File: src/rtl/tsp_city_loader.sv
// tsp_city_loader: byte-stream loader for the TSP solver's city coordinate
// tables. The frame is 0xA5, then interleaved x/y bytes per city, then an
// optional XOR checksum. Bytes are captured into shadow registers, and a
// complete frame is committed to xs/ys in one cycle, followed by a solver
// restart pulse.
//
// Build option: define TSP_LOADER_CHECKSUM_EN to enable the trailing checksum
// byte, the CHECK state and the rejected-frame counter. Without it, a frame
// commits right after its last y byte and err_cnt is tied to zero.
//
// state  | meaning
// IDLE   | hunting for the 0xA5 header; other bytes are discarded
// RX_X   | next byte is x of city idx
// RX_Y   | next byte is y of city idx
// CHECK  | next byte is the XOR checksum (checksum build only)
// COMMIT | one cycle: shadow -> xs/ys, in_ready low
module tsp_city_loader #(
  parameter int N_CITIES = 64
) (
  input  logic       clk,
  input  logic       rst,
  input  logic [7:0] in_data,
  input  logic       in_valid,
  output logic       in_ready,
  input  logic       abort,
  output logic [7:0] xs [N_CITIES-1:0],
  output logic [7:0] ys [N_CITIES-1:0],
  output logic       loaded,
  output logic       solver_rst,
  output logic [7:0] err_cnt
);

  localparam int IW = $clog2(N_CITIES);
  localparam logic [IW-1:0] LAST = IW'(N_CITIES - 1);

  typedef enum logic [2:0] {
    IDLE,
    RX_X,
    RX_Y,
`ifdef TSP_LOADER_CHECKSUM_EN
    CHECK,
`endif
    COMMIT
  } state_t;

  state_t        state, state_nxt;
  logic [IW-1:0] idx;
  logic [7:0]    shadow_x [N_CITIES-1:0];
  logic [7:0]    shadow_y [N_CITIES-1:0];
  logic          accept;
  logic          take;

`ifdef TSP_LOADER_CHECKSUM_EN
  logic [7:0] csum;
`endif

  assign in_ready = !rst && (state != COMMIT);
  assign accept   = in_valid && in_ready;
  // abort wins over a byte arriving in the same cycle, so that byte is dropped
  assign take     = accept && !abort;

  // Next-state decode; COMMIT always completes, even if abort is raised
  always_comb begin
    state_nxt = state;
    if (state == COMMIT) begin
      state_nxt = IDLE;
    end else if (abort) begin
      state_nxt = IDLE;
    end else if (accept) begin
      case (state)
        IDLE: if (in_data == 8'hA5) state_nxt = RX_X;
        RX_X: state_nxt = RX_Y;
        RX_Y: begin
          if (idx == LAST) begin
`ifdef TSP_LOADER_CHECKSUM_EN
            state_nxt = CHECK;
`else
            state_nxt = COMMIT;
`endif
          end else begin
            state_nxt = RX_X;
          end
        end
`ifdef TSP_LOADER_CHECKSUM_EN
        CHECK: state_nxt = (in_data == csum) ? COMMIT : IDLE;
`endif
        default: state_nxt = IDLE;
      endcase
    end
  end

  // State register
  always_ff @(posedge clk) begin
    if (rst) state <= IDLE;
    else     state <= state_nxt;
  end

  // City index and running checksum; the header byte is not part of csum
  always_ff @(posedge clk) begin
    if (rst) begin
      idx <= '0;
`ifdef TSP_LOADER_CHECKSUM_EN
      csum <= '0;
`endif
    end else if (take) begin
      case (state)
        IDLE: begin
          if (in_data == 8'hA5) begin
            idx <= '0;
`ifdef TSP_LOADER_CHECKSUM_EN
            csum <= '0;
`endif
          end
        end
        RX_X: begin
`ifdef TSP_LOADER_CHECKSUM_EN
          csum <= csum ^ in_data;
`endif
        end
        RX_Y: begin
`ifdef TSP_LOADER_CHECKSUM_EN
          csum <= csum ^ in_data;
`endif
          if (idx != LAST) idx <= idx + IW'(1);
        end
        default: ;
      endcase
    end
  end

  // Shadow capture; contents are don't-care until a full frame has landed
  always_ff @(posedge clk) begin
    if (take && state == RX_X) shadow_x[idx] <= in_data;
    if (take && state == RX_Y) shadow_y[idx] <= in_data;
  end

  // Atomic commit of the shadow tables, then a one-cycle solver restart
  always_ff @(posedge clk) begin
    if (rst) begin
      xs         <= '{default: '0};
      ys         <= '{default: '0};
      loaded     <= 1'b0;
      solver_rst <= 1'b0;
    end else begin
      solver_rst <= (state == COMMIT);
      if (state == COMMIT) begin
        xs     <= shadow_x;
        ys     <= shadow_y;
        loaded <= 1'b1;
      end
    end
  end

`ifdef TSP_LOADER_CHECKSUM_EN
  // Saturating count of frames rejected on checksum mismatch
  always_ff @(posedge clk) begin
    if (rst) begin
      err_cnt <= '0;
    end else if (take && state == CHECK && in_data != csum && err_cnt != 8'hFF) begin
      err_cnt <= err_cnt + 8'd1;
    end
  end
`else
  assign err_cnt = '0;
`endif

endmodule

File: config.mk
export PLATFORM = sky130hd
export DESIGN_NAME = tsp_city_loader
export DESIGN_NICKNAME = d
export VERILOG_FILES = /design/src/rtl/tsp_city_loader.sv
export SDC_FILE = /design/constraint.sdc
export NUM_CORES = 2
export LEC_CHECK = 0
export BUFFER_PORTS_ARGS = -buffer_cell sky130_fd_sc_hd__buf_2
export CORE_MARGIN = 10
export CORE_UTILIZATION = 30
export CTS_CLUSTER_DIAMETER = 30
export DETAILED_ROUTE_END_ITERATION = 12
export PLACE_DENSITY = 0.45
export SETUP_SLACK_MARGIN = 0.2
export SYNTH_ARGS = -nofsm -noshare
export SYNTH_HDL_FRONTEND = slang
export SYNTH_SLANG_ARGS = --single-unit
File: constraint.sdc
create_clock -name clk -period 3.7 [get_ports clk]
set_clock_uncertainty 0.05 [all_clocks]
set_input_delay 0.74 -clock clk [delete_from_list [all_inputs] [get_ports clk]]
set_output_delay 0.74 -clock clk [all_outputs]
set_load 0.005 [all_outputs]
**Word-level counts from Yosys, hierarchy flattened**

Cells that the tools add are included.
W data, S select, Z words.

- Flip-flop bits (word level): 2,059
- Bits in latches: 0
- Bits in writable memories: 0
- Memory bits (read-only): 0
- Memories: 0

- Add/subtract/negate cells: 1
- Multiply operators: 0
- Div/mod/pow operators: 0
- $lt $le $gt $ge: 2
- Equality and inequality tests: 9
- Shifts and indexed selects: 0
- Mux-type cells: 10
- Bitwise operators: 0
- Reductions and logical operators: 13

Operator list:

| kind | count |
|---|---|
| $bwmux W512 | 2 |
| $demux W8 S6 | 1 |
| $mux W6 | 2 |
| $pmux W6 S2 | 1 |
| $pmux W3 S3 | 1 |
| $eq A8 B8 Y1 const B | 1 |
| $mux W8 | 1 |
| $lt A6 B7 Y1 const B | 1 |
| $add A6 B1 Y6 const B | 1 |
| $eq A3 B2 Y1 const B | 2 |
| $eq A6 B6 Y1 const B | 1 |
| $ge A6 B1 Y1 const B | 1 |
| $logic_and A1 B1 Y1 | 6 |
| $ne A6 B6 Y1 const B | 1 |
| $ne A2 B2 Y1 const B | 2 |
| $reduce_and A4 Y1 | 1 |
| $eq A3 B1 Y1 const B | 1 |
| $logic_not A3 Y1 | 1 |
| $mux W3 | 1 |
| $ne A3 B2 Y1 const B | 1 |
| $reduce_or A3 Y1 | 1 |
| $logic_not A1 Y1 | 2 |
| $mux W2 | 1 |
| $reduce_and A2 Y1 | 1 |
| $reduce_bool A2 Y1 | 1 |

**Logic depth before layout (Yosys ltp)**

- Depth in word-level cells: 5
- Mapped depth: 8

**Worst setup path after synthesis**

No wires, ideal clock.

- Path type: input to register
- Start: input rst
- End: register shadow_y[72] in the netlist's numbering, enable pin
- Setup time: 370 ps
- Arrival: 2,386 ps
- Setup slack: 894 ps
- Stages: 6
- Path buffers: 3
- Path through: buf_6 or3b_4 clkbuf_1 or3_1 clkbuf_1 nor2_1

- Cells in the longest elaborated chain, start to end: 5

RTL lines:

| item | line | source |
|---|---|---|
| start, declared | 21 | `input logic rst,` |
| $logic_not A1 Y1 | 57 | `assign in_ready = !rst && (state != COMMIT);` |
| $logic_and A1 B1 Y1 | 57 |  |
| $logic_and A1 B1 Y1 | 58 | `assign accept = in_valid && in_ready;` |
| $logic_and A1 B1 Y1 | 60 | `assign take = accept && !abort;` |
| $logic_and A1 B1 Y1 | 134 | `if (take && state == RX_Y) shadow_y[idx] <= in_data;` |
| end signal, assigned by index | 134 |  |
| end, declared | 49 | `logic [7:0] shadow_y [N_CITIES-1:0];` |

No other way between the ends.
A chain may end at the register's enable or synchronous reset.

==> impl_results.rst <==
.. list-table::
   :header-rows: 1

   * - Metric
     - Value
   * - EDFF count, synth
     - 1024
   * - Maximum clock path buffer count
     - 4
   * - Syn avg cell area
     - ~18 um^2
   * - Number of global-route vias before repair
     - 39100
   * - CP Cell Sequence
     - inv_1 -> or3_1 -> or3_1 -> nor2_1
   * - Most frequent cells after synthesis
     - dfxtp_1, a22o_1, edfxtp_1, clkbuf_1, nor2_1
   * - Worst reg-to-reg path cell count
     - 4
   * - Max Clock Freq
     - 340 MHz
   * - Final-report hold violation count
     - 0
   * - Sink count of the clock tree
     - 2058
   * - Part of the cycle the worst path needs
     - 79.4%
   * - Detail-routed via count per cell
     - about 4.7
   * - Endpoint of the worst-slack reg-to-reg timing path
     - shadow_x[291]
   * - Buffer and inverter count on the worst path
     - 1
   * - Maximum single-stage delay on the critical path
     - 740 ps
   * - Core area
     - 207000 um^2
   * - Layout area overhead
     - 38.9%
   * - Number of CTS-inserted buffers
     - 435
   * - I/O Pins
     - 1047
   * - Share of cells above drive strength 1
     - between 30 and 40%
   * - First-pass GRT wire length
     - approximately 300000 um
   * - Area contributors post-synth
     - edfxtp_1, dfxtp_1, a22o_1, clkbuf_1, nor2_1
   * - Top fanout value on the critical path
     - 9
   * - Setup repair bufs after CTS
     - 0
   * - Post-detailed-route wirelength per cell
     - 27.6 um
   * - Grt total ovfl
     - 0
   * - Setup slack of the worst register-to-register path
     - between 700 and 800 ps
   * - Count of buffers from port buffering
     - 1038
   * - Final setup violation count
     - 0
   * - Cell with the largest stage delay on the worst path
     - or3_1
   * - Number of synthesized register bits
     - 2058
   * - Worst-Margin Slew
     - 966 ps
   * - Worst path most repeated cell
     - or3_1
   * - Static Leakage
     - 0.0351 uW
   * - Worst IR drop on VDD
     - 0.000634 V
   * - Reg-to-Reg Start
     - idx[5]
   * - Iter 0 DRT Violations
     - 2765
   * - Async set or reset register ratio after synthesis
     - 0%
   * - FP Rows
     - 167
   * - Crit path to
     - shadow_x[291]
   * - Setup_tns
     - 0 ps
   * - Unrepaired setup endpoints after global routing
     - false
   * - Maximum number of pins on one net before global-route repair
     - 133
   * - Library cell with the highest instance count after synthesis
     - dfxtp_1
   * - Data arrival time of the critical path
     - 3420 ps
   * - Fraction of synthesized cell area taken by the top area cell type
     - 49.2%
   * - Worst Path Required
     - 4180 ps
   * - Prevailing post-synth register cell
     - dfxtp_1
   * - Critical path startpoint category
     - flop
   * - Path length in cells of the critical path
     - 4
   * - Post-route DRC
     - 0
   * - First-pass DRT Iterations
     - 5
   * - Remaining antenna violation count after routing
     - 0
   * - Post-synthesis sequential area ratio
     - 82.3%
   * - Total via count after detailed routing
     - 37900
   * - Outcome
     - finished, final reports clean
   * - Die height
     - 476 um
   * - Launch point of the critical path
     - idx[5]
   * - Delay-heaviest family, CP
     - simple AND/OR/NAND/NOR gates
   * - Pre-CTS WS
     - between 300 and 400 ps
   * - PnR worst setup slack
     - 760 ps
   * - Fin. max-slew vios
     - 0
   * - Initial Utilization
     - 30.2%
   * - Register clock-pin slew on the reported worst setup and hold paths
     - 50 ps
   * - Unique cell type count in the Yosys netlist
     - 38
   * - Final HPWL from detailed placement
     - 144000 um
   * - Clock latency on the worst-skew pair
     - 940 ps
   * - Cell area after synthesis
     - 62500 um^2
   * - Root buffer cell
     - clkbuf_16
   * - Clock tree from TritonCTS
     - yes
   * - Maximum Capacitance Violations
     - 0
   * - Final net count
     - 4949
   * - Tmin final
     - 2940 ps
   * - Post-layout utilization of the core
     - a little over two fifths
   * - Die X-Extent
     - 476 um
   * - Number of warnings reported in the yosys synthesis log
     - 0
   * - CP Capture Type
     - flop
   * - Synth area leader
     - edfxtp_1
   * - Full die area
     - 227000 um^2
   * - Gr usage total
     - 18.7%
   * - Cell area power density
     - 733 nW/um^2
   * - Maximum level of the CTS H-tree
     - 5
   * - RePlAce Congestion
     - approximately 0.76
   * - Number of antenna violations at the first check in global routing
     - 13
   * - Hold/Removal Path Class
     - primary input to flop
   * - Sum of routed wire length over all layers
     - roughly 220000 um
   * - Number of instances in the synthesized netlist
     - 3556
   * - Worst max-slew margin expressed relative to the limit
     - 35.6%
   * - Class of the most critical setup path
     - flop to flop
-- worst register-to-register path, delay by kind of cell (launching register included) --
family	cells	cell delay [ps]
buffers and inverters	1	110
DFF	1	390
and+or+nand+nor	3	2040
-- placed cells by master (no fill, tap or decap), types with 2 or more instances in the layout --
cell / n
a21oi_1: 3
a22o_1: 1024
buf_12: 37
buf_2: 1030
buf_4: 122
buf_6: 8
bufinv_16: 65
clkbuf_1: 63
clkbuf_16: 440
clkbuf_8: 39
clkinv_1: 30
clkinv_2: 73
clkinv_4: 20
clkinv_8: 3
clkinvlp_4: 46
conb_1: 8
dfxtp_1: 1034
diode_2: 5
edfxtp_1: 1024
inv_1: 3
inv_6: 13
nand2_1: 10
nand2b_1: 3
nand3_1: 11
nand3b_1: 3
nor2_1: 131
nor2_2: 3
nor3_1: 4
o21ai_0: 2
or3_1: 16
-- worst min-delay path by stage --
stage	from	to	slack, ps	cells after the start
floorplan	shadow_x[100]	xs[100]	390	1
global placement	shadow_x[251]	xs[251]	390	1
detailed placement	shadow_x[392]	xs[392]	390	1
CTS	in_data[3]	shadow_y[11]	40	1
global route	in_data[3]	shadow_y[35]	50	1
finish	in_data[3]	shadow_y[11]	110	1
-- sequential cells by signal (all words and copies together) (netlist names) --
register and flops:
shadow_x 512, shadow_y 512, xs 512, ys 512
idx 6, state 2, loaded 1, solver_rst 1
-- routing by layer --
layer	part of all wire [%]	GRT usage, %	up-vias
met1	43	23.7	19000
li1	-	-	16900
met2	44	28.5	1561
met3	9.7	8.09	364
met5	0	0	-
met4	3.2	6.51	0
-- logic make-up (layout without fill, tap and decap cells) --
logic type	count (synthesis)	in the layout	share of synthesized area [%]
AOI/OAI and AO/OA	1039	1039	14.5
adders and majority gates	1	1	0.0200
buffers and inverters	266	1997	1.77
DFF	2058	2058	82.3
muxes	1	1	0.0160
other	1	13	0.00600
and+or+nand+nor	190	190	1.35
-- what timing repair did --
item	in CTS	in global routing
gates resized for setup	0	0
hold buffers	1	0
hold endpoints to repair	2	0
-- where the power goes --
part           internal, uW  switching [uW]
combinational          77.6             550
clock                 26900           12200
sequential            24000          0.0268
total                 50900           12700
-- through the flow --
step / power, uW / hold WS, ps / area, um^2 / instances
6_report: 63600 / 110 / 86800 / 8087
5_1_grt: 65400 / 52.7 / 86800 / 8084
4_1_cts: 64300 / 36.6 / 86800 / 8082
3_5_place_dp: 25000 / 390 / 71900 / 7286
3_3_place_gp: 25000 / 386 / 71900 / 7286
2_1_floorplan: 24600 / 386 / 62500 / 3563
-- cell type report --
cell class	count	area (um^2)
timing repair buffer	1198	6910
multi-input combinational	1239	10000
clock inverter	253	3170
antenna	5	12.5
sequential	2058	51400
clock buffer	542	11800
inverter	4	15.0
tap	2788	3490
fill	18700	120000
Note: power is estimated with default switching activity, not from simulation.
